==> config.mk <==
export PLATFORM = sky130hd
export DESIGN_NAME = axi_achan_bridge
export DESIGN_NICKNAME = d
export VERILOG_FILES = /design/src/rtl/axi_achan_bridge.sv
export SDC_FILE = /design/constraint.sdc
export NUM_CORES = 1
export LEC_CHECK = 0
export CELL_PAD_IN_SITES_DETAIL_PLACEMENT = 0
export CELL_PAD_IN_SITES_GLOBAL_PLACEMENT = 2
export CORE_MARGIN = 2
export CORE_UTILIZATION = 28
export DETAILED_ROUTE_END_ITERATION = 8
export HOLD_SLACK_MARGIN = 0.1
export PLACE_DENSITY_LB_ADDON = 0.1
export SETUP_SLACK_MARGIN = 0.1
export SKIP_LAST_GASP = 1
export SLEW_MARGIN = 20
export SYNTH_ARGS = -nofsm -noshare
export SYNTH_HDL_FRONTEND = slang
export SYNTH_SLANG_ARGS = --single-unit
==> constraint.sdc <==
create_clock -name axi_clk -period 2.8 [get_ports axi_clk]
set_input_delay 0.42 -clock axi_clk [delete_from_list [all_inputs] [get_ports axi_clk]]
set_output_delay 0.42 -clock axi_clk [all_outputs]
set_load 0.05 [all_outputs]
==> src/rtl/axi_achan_bridge.sv <==
// -----------------------------------------------------------------------------
// axi_achan_bridge
//
// Registered adapter from the memory checker's combined address channel onto
// the DDR master's separate AW and AR channels. A single holding register
// carries one request at a time. It is reloaded in the same cycle it fires, so
// a stream can move at one request per clock. Per-direction credit counters
// limit the number of uncompleted bursts. The adapter watches the B and R
// channels and raises sticky error flags for:
//   - non-OKAY responses,
//   - completions that arrive when nothing is outstanding,
//   - traffic that stops making progress.
//
// Ports
//   axi_clk, rstn              memory-domain clock, async active-low reset
//   s_a*                       combined-channel request (atype 1 = write)
//   m_awvalid/m_awready        write-address handshake
//   m_arvalid/m_arready        read-address handshake
//   m_a*                       registered payload, shared by AW and AR
//   m_b*, m_r*                 B/R channel monitors (inputs only)
//   clr_err                    clears the sticky error flags
//   wr_outstanding, rd_outstanding   live credit counts
//   idle                       registered: no held request, both counts zero
//   err_resp, err_underflow, err_timeout   sticky error flags
// -----------------------------------------------------------------------------
module axi_achan_bridge #(
  parameter int ADDR_WIDTH      = 32,
  parameter int ID_WIDTH        = 8,
  parameter int MAX_OUTSTANDING = 4,
  parameter int TIMEOUT_CYCLES  = 65535
) (
  input  logic                  axi_clk,
  input  logic                  rstn,
  input  logic [ID_WIDTH-1:0]   s_aid,
  input  logic [ADDR_WIDTH-1:0] s_aaddr,
  input  logic [7:0]            s_alen,
  input  logic [2:0]            s_asize,
  input  logic [1:0]            s_aburst,
  input  logic [1:0]            s_alock,
  input  logic                  s_avalid,
  input  logic                  s_atype,
  output logic                  s_aready,
  output logic                  m_awvalid,
  input  logic                  m_awready,
  output logic                  m_arvalid,
  input  logic                  m_arready,
  output logic [ID_WIDTH-1:0]   m_aid,
  output logic [ADDR_WIDTH-1:0] m_aaddr,
  output logic [7:0]            m_alen,
  output logic [2:0]            m_asize,
  output logic [1:0]            m_aburst,
  output logic [1:0]            m_alock,
  input  logic                  m_bvalid,
  input  logic                  m_bready,
  input  logic [1:0]            m_bresp,
  input  logic                  m_rvalid,
  input  logic                  m_rready,
  input  logic                  m_rlast,
  input  logic [1:0]            m_rresp,
  input  logic                  clr_err,
  output logic [3:0]            wr_outstanding,
  output logic [3:0]            rd_outstanding,
  output logic                  idle,
  output logic                  err_resp,
  output logic                  err_underflow,
  output logic                  err_timeout
);

  localparam logic [3:0] MAX_CNT = 4'(MAX_OUTSTANDING);
  localparam int         WD_W    = $clog2(TIMEOUT_CYCLES + 1);
  localparam logic [WD_W-1:0] WD_MAX = WD_W'(TIMEOUT_CYCLES);

  typedef enum logic {EMPTY = 1'b0, HELD = 1'b1} state_t;

  state_t state, state_nxt;
  logic   htype;
  logic   accept, out_fire, b_done, r_beat, r_done, credit_ok;
  logic [3:0] wr_nxt, rd_nxt;
  logic [WD_W-1:0] wd_cnt, wd_nxt;
  logic   wd_clr, wd_set;
  logic   resp_set, unf_set;

  // Credit count update. A simultaneous increment and decrement cancel out.
  // A decrement at zero holds the count at zero; the caller flags underflow.
  function automatic logic [3:0] cnt_update(input logic [3:0] cnt,
                                            input logic inc, input logic dec);
    logic [3:0] res;
    res = cnt;
    if (inc && !dec)
      res = cnt + 4'd1;
    else if (dec && !inc && (cnt != 4'd0))
      res = cnt - 4'd1;
    return res;
  endfunction

  // Watchdog increment, saturating at the timeout value.
  function automatic logic [WD_W-1:0] wd_sat_inc(input logic [WD_W-1:0] cnt);
    logic [WD_W-1:0] res;
    res = (cnt == WD_MAX) ? cnt : cnt + WD_W'(1);
    return res;
  endfunction

  assign m_awvalid = (state == HELD) &  htype;
  assign m_arvalid = (state == HELD) & ~htype;

  assign out_fire  = (m_awvalid & m_awready) | (m_arvalid & m_arready);
  assign b_done    = m_bvalid & m_bready;
  assign r_beat    = m_rvalid & m_rready;
  assign r_done    = r_beat & m_rlast;

  assign credit_ok = s_atype ? (wr_outstanding < MAX_CNT) : (rd_outstanding < MAX_CNT);
  // Gating with rstn keeps ready low throughout reset. Ready looks only at the
  // holding register and the credits, never at the B/R valids.
  assign s_aready  = rstn & ((state == EMPTY) | out_fire) & credit_ok;
  assign accept    = s_avalid & s_aready;

  always_comb begin
    state_nxt = state;
    if (accept)
      state_nxt = HELD;
    else if (out_fire)
      state_nxt = EMPTY;
  end

  always_ff @(posedge axi_clk or negedge rstn) begin
    if (!rstn)
      state <= EMPTY;
    else
      state <= state_nxt;
  end

  // Holding register: loads only on accept, so the payload stays stable until fire.
  always_ff @(posedge axi_clk or negedge rstn) begin
    if (!rstn) begin
      htype    <= 1'b0;
      m_aid    <= '0;
      m_aaddr  <= '0;
      m_alen   <= '0;
      m_asize  <= '0;
      m_aburst <= '0;
      m_alock  <= '0;
    end else if (accept) begin
      htype    <= s_atype;
      m_aid    <= s_aid;
      m_aaddr  <= s_aaddr;
      m_alen   <= s_alen;
      m_asize  <= s_asize;
      m_aburst <= s_aburst;
      m_alock  <= s_alock;
    end
  end

  assign wr_nxt = cnt_update(wr_outstanding, accept &  s_atype, b_done);
  assign rd_nxt = cnt_update(rd_outstanding, accept & ~s_atype, r_done);

  always_ff @(posedge axi_clk or negedge rstn) begin
    if (!rstn) begin
      wr_outstanding <= 4'd0;
      rd_outstanding <= 4'd0;
      idle           <= 1'b1;
    end else begin
      wr_outstanding <= wr_nxt;
      rd_outstanding <= rd_nxt;
      idle           <= (state_nxt == EMPTY) && (wr_nxt == 4'd0) && (rd_nxt == 4'd0);
    end
  end

  // The watchdog counts cycles without any handshake while work is pending.
  // err_timeout fires on the transition into the saturated value only. That
  // way clr_err can clear it while the stall persists.
  assign wd_clr = accept | out_fire | b_done | r_beat | idle;
  assign wd_nxt = wd_clr ? '0 : wd_sat_inc(wd_cnt);
  assign wd_set = ~wd_clr & (wd_cnt == WD_MAX - WD_W'(1));

  assign resp_set = (b_done & (m_bresp != 2'b00)) | (r_beat & (m_rresp != 2'b00));
  assign unf_set  = (b_done & (wr_outstanding == 4'd0)) | (r_done & (rd_outstanding == 4'd0));

  always_ff @(posedge axi_clk or negedge rstn) begin
    if (!rstn) begin
      wd_cnt        <= '0;
      err_resp      <= 1'b0;
      err_underflow <= 1'b0;
      err_timeout   <= 1'b0;
    end else begin
      wd_cnt        <= wd_nxt;
      err_resp      <= resp_set | (err_resp      & ~clr_err);
      err_underflow <= unf_set  | (err_underflow & ~clr_err);
      err_timeout   <= wd_set   | (err_timeout   & ~clr_err);
    end
  end

endmodule

==> impl_metrics.csv, run 1 <==
group,metric,value,unit
power_and_ir_drop,p_clk_share,19.0,%
logic_synthesis,syn_avg_cell_area,12.22,um^2
drt,route.detailed.drc,0,
layout,fin_nets,542,
logic_synthesis,async_reset_ff_share,100.0,%
global_routing,grtUsageTotal,14.07,%
power_and_ir_drop,power.leakage,0.002382,uW
cts,clock_sinks,85,
critical_path,critPathCaptureType,"flop",
sta,relSlewSlack,47.43,%
drt,detail-route-antenna-nets,0,
layout,final_common_cell,"clkdlybuf4s50_1",
worst_hold_path,hold_path_class,"flop to flop",
logic_synthesis,synth_compound_area_share,7.907,%
cts,clk_pin_slew,60,ps
sta,fin_crit,2437,ps
power_and_ir_drop,switching_power,3249,uW
critical_path,critPathBufInv,2,
power_and_ir_drop,p_comb_share,52.6,%
floorplanning,die_h,121.4,um
sta,setup_viol,0,
critical_path,r2r_slack,410,ps
critical_path,cp.arrival,2660,ps
floorplanning,die_w,121.4,um
power_and_ir_drop,p_total,7182,uW
power_and_ir_drop,peakVddDrop,0.4867,mV
power_and_ir_drop,p_int,3934,uW
global_routing,grt_max_degree,82,
sta,setup_tns,0,ps
cts,cts_resized,0,
drt,routed_wl,9805,um
sta,hold_viol,0,
logic_synthesis,synthAdderAreaFrac,1.944,%
logic_synthesis,synth_xor_area_share,3.629,%
cts,cts_root_buffer,"clkbuf_16",
floorplanning,io_pins,141,
critical_path,crit_fanout,46,
global_routing,grt-ovfl-total,0,
sta,holdWs,488.3,ps
global_routing,grt_pass1_wl,16130,um
placed_design,place.detailed.hpwl,7271,um
logic_synthesis,yosysSeqAreaShare,55.12,%
critical_path,crit_path_max_incr_delay,550,ps
critical_path,critPathRequiredTime,3020,ps
critical_path,critPathTopFamily,"simple AND/OR/NAND/NOR gates",
cts,cts_setup_buffers,0,
floorplanning,row_count,42,
global_routing,grt_pass1_vias,3083,
critical_path,criticalPathCategory,"input pin to flop",
power_and_ir_drop,powerDensity,1231,mW/mm^2
logic_synthesis,synth_fp_nets,393,
sta,finalMaxSlewViolations,0,
floorplanning,coreArea,0.01335,mm^2
logic_synthesis,synth_top_family_by_area,"multiplexers",
cts,tritoncts,"built",
drt,via_per_inst,4.647,
logic_synthesis,synth_edf_count,0,
logic_synthesis,mappedNetlistArea,0.003861,mm^2
cts,insertion_delay,340,ps
run_status,outcome,"complete, no violations",
power_and_ir_drop,power_frac_seq,28.5,%
logic_synthesis,ys_seq_elements,85,
drt,vias,2997,
floorplanning,start_util,28.93,%
placed_design,portBuffers,140,
logic_synthesis,synthMuxAreaShare,17.21,%
layout,layout-drive-gt1-share,6.397,%
sta,worst_slew_pin_slew,782.1,ps
sta,rsz0062_at_grt,"false",
global_routing,antenna_found_initial,0,
cts,h-tree-depth,3,
critical_path,worstPathCellList,"clkdlybuf4s50_1, nor3b_2, o21ai_1, or3b_2, buf_12, mux2_1",
logic_synthesis,synthSimpleGateAreaFrac,11.31,%
cts,clock_path_buffers,2,
sta,max_freq,410.4,MHz
sta,fin_worst_skew,6.854,ps
cts,cts_inserted_buffers,9,
layout,num_antenna_cells,0,
drt,drt_pass1_iterations,7,
critical_path,critPathLaunchType,"input pin",
layout,final_cell_mix,"clkdlybuf4s50_1 (138), dfrtp_1 (84), mux2_1 (55), nor2_1 (25), nand2_1 (19)",
power_and_ir_drop,swShare,45.23,%
sta,period_share,87.02,%
drt,avgRoutedWirePerCell,15.20,um
logic_synthesis,synth_cell_types,51,
logic_synthesis,synth_flop_cell,"dfrtp_1",
run,drv_cap,0,
placed_design,gp_congestion,0.7849,
logic_synthesis,syn-instance-count,316,
logic_synthesis,yosysWarningCount,0,
floorplanning,die_area,0.01475,mm^2
drt,drt_iter0_drc,156,
layout,area_delta_synth_final,51.13,%
critical_path,cpMaxStageDelayCell,"or3b_2",
==> synthesized netlist by cell type (all sizes together) (3+ instances only) <==
| library cell | instances | area share, % |
|---|---|---|
| a2111oi | 3 | 0.68 |
| o21ai | 7 | 0.91 |
| ha | 6 | 1.9 |
| a21oi | 6 | 0.78 |
| nand3 | 6 | 0.78 |
| and2 | 6 | 0.97 |
| nor3b | 3 | 0.71 |
| nor4 | 3 | 0.81 |
| xnor2 | 14 | 3.2 |
| mux2i | 3 | 0.78 |
| inv | 15 | 1.5 |
| dfrtp | 84 | 54 |
| nor3 | 7 | 0.91 |
| mux2 | 56 | 16 |
| and3 | 3 | 0.49 |
| nand2 | 19 | 1.8 |
| nor2 | 25 | 2.4 |
| a211oi | 5 | 0.97 |
| nand4 | 6 | 0.97 |
| clkbuf | 3 | 0.29 |
| o211ai | 6 | 1.3 |
| buf | 5 | 1.1 |
==> final cells by class <==
class                   count  area [um^2]
fillers                  1296         7512
well taps                 176        220.2
flip-flops and latches     85         2128
repair buffers            146         1473
inverters                  15        56.30
clock buffers               9        225.2
clock inverters             6        111.4
multi-input cells         208         1622
==> worst paths after layout <==
check,start,to,depth (start not counted)
hold reg to reg,m_aaddr[0],m_aaddr[0],1
setup / recovery,s_atype,m_aaddr[11],6
setup reg to reg,wr_outstanding[2],m_aaddr[11],5
min in group asynchronous,rstn,rd_outstanding[3],2
max in group asynchronous,rstn,m_aaddr[14],3
hold / removal,m_aaddr[0],m_aaddr[0],1
==> sequential cells by signal (all words and copies together), names as in the netlist <==
signal          flops
idle                1
m_alen              8
state               1
m_aid               8
m_asize             3
err_underflow       1
wd_cnt             16
rd_outstanding      4
m_aaddr            32
htype               1
m_alock             2
wr_outstanding      4
err_timeout         1
m_aburst            2
err_resp            1
==> per-stage QoR <==
stage          std cells  utilization [%]  setup slack, ps  cell area (um^2)
2_1_floorplan        316                -            452.6              3861
3_3_place_gp         629            41.09            95.01              5485
3_5_place_dp         629            41.09            21.92              5485
4_1_cts              645            43.69            385.7              5832
5_1_grt              645            43.72            268.0              5836
6_report             645            43.72            363.4              5836
==> per-layer routing <==
layer | GRT usage (%) | wire (um)
met1 | 18.65 | 4688
met2 | 21.59 | 4243
met3 | 3.665 | 688
met4 | 6.250 | 185
met5 | 0 | 0
==> power groups by stage <==
stage,clock [uW],combinational (uW),sequential [uW]
finish,1360,3780,2050
global route,1470,3980,2120
CTS,1410,3820,2060
detailed placement,0,3810,2080
global placement,0,3800,2060
floorplan,0,797,3690
==> cells by family after synthesis <==
group | after synthesis
AO/OA/AOI/OAI | 42
XOR/XNOR | 16
adder cells (fa/ha/maj) | 6
buffers and inverters | 23
flip-flops | 85
multiplexers | 59
AND/OR/NAND/NOR | 85
==> worst reg2reg max path, cell delays in order, from the launching register on <==
cell	delay (ps)
dfrtp_1	470
nor3b_2	470
o21ai_1	180
or3b_2	550
buf_12	220
mux2_1	390
==> timing repair <==
item | 4_1_cts | 5_1_grt
endpoints found under the hold margin | 4 | 0
endpoints found under the setup margin | 0 | 0
hold buffers | 1 | 0
No activity file was read; power rests on OpenSTA's default activity.
==> inputs of run 2 (changes only) <==
- CTS_CLUSTER_SIZE: not set -> 30
==> results of run 2 <==
No change in the layout: final DEF, timing and power equal those of run 1.
